**config.mk**
```make
export PLATFORM = sky130hd
export DESIGN_NAME = full_adder
export DESIGN_NICKNAME = d
export VERILOG_FILES = /design/src/rtl/full_adder.sv
export SDC_FILE = /design/constraint.sdc
export NUM_CORES = 1
export LEC_CHECK = 0
export CORE_AREA = 10 10 47 49
export CTS_CLUSTER_DIAMETER = 60
export DETAILED_ROUTE_END_ITERATION = 8
export DIE_AREA = 0 0 57 59
export PLACE_DENSITY = 0.3
export SYNTH_ARGS = -nofsm -noshare
export SYNTH_HDL_FRONTEND = slang
export SYNTH_SLANG_ARGS = --single-unit
export TNS_END_PERCENT = 5
```
**constraint.sdc**
```tcl
create_clock -name clk -period 1.55 [get_ports clk]
set_clock_uncertainty 0.1 [all_clocks]
set_input_delay 0.3875 -clock clk [delete_from_list [all_inputs] [get_ports clk]]
set_output_delay 0.3875 -clock clk [all_outputs]
set_load 0.02 [all_outputs]
```
**src/rtl/full_adder.sv**
```systemverilog
// Ripple-carry adder assembled from an array of 1-bit full-adder cells, with an
// optional in_valid-qualified output register stage.
module full_adder #(
    parameter int WIDTH   = 1,
    parameter bit REG_OUT = 1
) (
    input  logic             clk,
    input  logic             rst,
    input  logic [WIDTH-1:0] a,
    input  logic [WIDTH-1:0] b,
    input  logic             c_in,
    input  logic             in_valid,
    output logic [WIDTH-1:0] sum,
    output logic             c_out,
    output logic             out_valid,
    output logic             ovf
);
    logic [WIDTH:0]   c;
    logic [WIDTH-1:0] s_comb;
    logic             ovf_comb;

    assign c[0] = c_in;

    fa_bit u_fa [WIDTH-1:0] (
        .a     (a),
        .b     (b),
        .c_in  (c[WIDTH-1:0]),
        .s     (s_comb),
        .c_out (c[WIDTH:1])
    );

    // Signed overflow: carry into the MSB differs from carry out of it.
    assign ovf_comb = c[WIDTH] ^ c[WIDTH-1];

    if (REG_OUT) begin : g_reg
        always_ff @(posedge clk or posedge rst) begin
            if (rst) begin
                sum       <= '0;
                c_out     <= 1'b0;
                ovf       <= 1'b0;
                out_valid <= 1'b0;
            end else begin
                out_valid <= in_valid;
                if (in_valid) begin
                    sum   <= s_comb;
                    c_out <= c[WIDTH];
                    ovf   <= ovf_comb;
                end
            end
        end
    end else begin : g_comb
        assign sum       = s_comb;
        assign c_out     = c[WIDTH];
        assign ovf       = ovf_comb;
        assign out_valid = in_valid;

        // Clock and reset have no function in the combinational build.
        logic unused_clk_rst;
        assign unused_clk_rst = clk ^ rst;
    end
endmodule

module fa_bit (
    input  logic a,
    input  logic b,
    input  logic c_in,
    output logic s,
    output logic c_out
);
    assign s     = a ^ b ^ c_in;
    assign c_out = (a & b) | (a & c_in) | (b & c_in);
endmodule

```
Word level (Yosys, flattened, before mapping) --
Cells that the tools add are included.
Word-level totals: register bits after elaboration 4, output and inout port bits 4, word-level logic and storage cells 12
Operators by class: bitwise gates (word level) 8
Operators with widths (number):
- $and 1x1->1 | 3
- $xor 1x1->1 | 3
- $or 1x1->1 | 2

Longest topological paths before layout --
depth after elaboration 4, gate-level depth with buffers 3, depth with buffers taken out 3

By module --
Synthesis repeated with hierarchy kept, for this count alone.
Unflattened totals: cell total of the unflattened synthesis 11, area total of the unflattened synthesis 163.9 um^2
By module, submodules not included:
- full_adder | instances 1, cells an instance 10, area an instance 143.9 um^2
- fa_bit | instances 1, cells an instance 1, area an instance 20.0 um^2

Least setup slack after synthesis --
No wires, ideal clock.
path kind input -> register, start in a, end reg sum, arrival 1.089 ns, data required time 1.325 ns, path slack 0.237 ns, cell stages on the path 2, path buffers 0, cells stage by stage fa_1 mux2_2
On the way: word-level cells in the longest chain between the ends 2
Ends and longest elaborated chain:
- start, declared | line 9 | input logic [WIDTH-1:0] a,
- $xor 1x1->1 (2 in a row) | line 70 | assign s = a ^ b ^ c_in;
- end signal, assigned | line 45 | sum <= s_comb;
- end, declared | line 13 | output logic [WIDTH-1:0] sum,
Every way passes these cells. A chain may end at the register's enable or synchronous reset.

Worst setup path in the final report --
start reg sum, end out sum
No word-level cell between the ends.

==> impl_metrics.toml <==
[setup_path]
critPathTopFamily = "flip-flops"
required_ns = 1.06
crit_type = "register to output pin"
slowest_stage = "dfrtp_1"
cp_cell_sequence = "dlygate4sd2_1"
worstPathArrival_ns = 0.93
cp.depth = 1
r2r_cells = 1
slowest_delay_ns = 0.37
cp-end-kind = "output pin"
cp_max_fo = 2
crit_path_start_kind = "register"
crit_buf_inv = 1

[timing]
rsz0062_at_grt = "no"
hold_violations = 0
max_freq_ghz = 0.7079
worst_pin_slew_ns = 0.2214
post-route-period-util_pct = 91.14
timing.hold.ws_ns = 0.2431
max-slew-margin-rel_pct = 85.30
setup_tns_ns = 0
drv_slew = 0
setup_violations = 0
finalCriticalPeriod_ns = 1.413

[placement]
place.gp.congestion = 0.5847
hpwl_um = 357
portBuffers = 9

[clock_tree]
worstSkewPairLatency_ns = 0.23
cts_root_buf = "clkbuf_4"
clkSlewWorstSetupHoldPaths_ns = 0.04
cts_tree = "yes"
clock-sinks = 4
cts_buffer_depth = 2
cts_max_level = 1
numCtsBuffers = 3
cts_setup_buffers = 0

[power]
swShare_pct = 26.23
max-vdd-ir-drop_uv = 526.3
p_int_w = 0.0002462
p_leak_nw = 0.1679
clkPwrFrac_pct = 38.9
comb_power_share_pct = 23.9
seqPwrFrac_pct = 37.2
powerDensity_nw_per_um2 = 1030
netSwitchingPower_w = 0.00008755

[die]
placeableCoreArea_sq_um = 1401
dieArea_sq_um = 3363
initial_core_util_pct = 11.70
row_count = 14
die_w_um = 57
die_h_um = 59
io_pins = 10

[yosys]
synth.area.top_cells = "dfrtp_1 61%, mux2_2 14%, fa_1 12%, xnor2_1 5.3%, a21oi_1 3.1%"
synth_largest_area_cell = "dfrtp_1"
synth_warnings = 0
ys_ff_latch = 4
synth_nets = 18
syn_area_sq_um = 163.9
synth_top_area_share_pct = 61.07
avgSynthCellArea_sq_um = 14.90
ys_seq_area_share_pct = 61.07
synth_cells = 11
synth_cell_type_count = 7

[route]
routed_via_density = 3.146
ant_nets = 0
drt-total-wl_um = 466
wl_per_cell_um = 11.37
dr.pass1.iters = 2
drc = 0
num_vias = 129
drt-initial-drc-count = 4

[global_route]
gr-total-overflow = 0
grt_antenna_before_repair = 0
grt_pass1_wl_um = 828
grtUsageTotal_pct = 3.731
grt_max_degree = 5
first_global_vias = 162

[finish]
nets = 34
layout-area-overhead-vs-synth_pct = 97.71
diodes = 0
drive_gt1_share_pct = 36.00
final_cell_mix = "4 x dfrtp_1, 4 x dlygate4sd2_1, 3 x clkbuf_4, 3 x dlymetal6s2s_1"

[flow_run]
maxCapViolCount = 0

[status]
status = "completed"

[hold_path]
hp-class = "input port to asynchronous set/reset pin"
state kept, by name, indices dropped and copies added, names as in the netlist:
name       cells
sum            1
out_valid      1
c_out          1
ovf            1
power by group through the flow:
stage	Sequential (W)	Combinational (W)	Clock, W
3_3_place_gp	0.000126	0.0000887	0
4_1_cts	0.000125	0.0000777	0.000136
3_5_place_dp	0.000127	0.0000867	0
2_1_floorplan	0.000143	0.0000186	0
5_1_grt	0.000127	0.0000887	0.000144
6_report	0.000124	0.0000797	0.000130
final timing paths:
check | from | to | slack [ns]
max | sum$_DFFE_PP0P_ | sum | 0.14
min | rst | sum$_DFFE_PP0P_ | 0.24
max reg2reg | sum$_DFFE_PP0P_ | sum$_DFFE_PP0P_ | 0.71
min reg2reg | c_out$_DFFE_PP0P_ | c_out$_DFFE_PP0P_ | 0.40
max in group asynchronous | rst | c_out$_DFFE_PP0P_ | 0.95
min in group clk | c_out$_DFFE_PP0P_ | c_out$_DFFE_PP0P_ | 0.40
kinds of logic (layout without fill, tap and decap cells):
group,after synthesis,after routing,synth area share (%)
flip-flops,4,4,61.07
XOR/XNOR,1,1,5.344
adder cells (fa/ha/maj),1,1,12.21
multiplexers,2,2,13.74
AO/OA/AOI/OAI,1,1,3.051
buffers and inverters,1,15,2.288
AND/OR/NAND/NOR,1,1,2.288
synth_stat cells (all sizes together):
cell / number
mux2: 2
dfrtp: 4
fa: 1
a21oi: 1
nor2: 1
xnor2: 1
inv: 1
final cells by class:
cell class / count / area [sq um]
Fill cell: 163 / 1077
Timing Repair Buffer: 11 / 107.6
Sequential cell: 4 / 100.1
Multi-Input combinational cell: 6 / 70.07
Clock buffer: 3 / 22.52
Tap cell: 16 / 20.02
Inverter: 1 / 3.754
repair_timing:
action,in CTS,in global routing
gates resized for setup,4,5
endpoints found under the hold margin,0,0
setup endpoints to repair,4,3
hold buffers,0,0
layer usage:
layer | global-route usage (%) | vias up | part of all wire [%]
li1 | - | 64 | -
met4 | 2.013 | 0 | 0
met1 | 3.601 | 55 | 39
met2 | 3.411 | 10 | 36
met5 | 0 | - | 0
met3 | 6.009 | 0 | 25
metrics by stage:
stage / total power [W] / cells / instance area, sq um / utilization [%] / setup WS, ns
floorplan: 0.0001616 / 11 / 163.9 / - / 0.2366
global placement: 0.0002143 / 38 / 289.0 / 20.63 / -0.2375
detailed placement: 0.0002133 / 38 / 289.0 / 20.63 / -0.2303
CTS: 0.0003388 / 41 / 306.5 / 21.88 / 0.02201
global route: 0.0003594 / 41 / 324.1 / 23.13 / 0.09001
finish: 0.0003337 / 41 / 324.1 / 23.13 / 0.1373
Note: power is estimated with default switching activity, not from simulation.
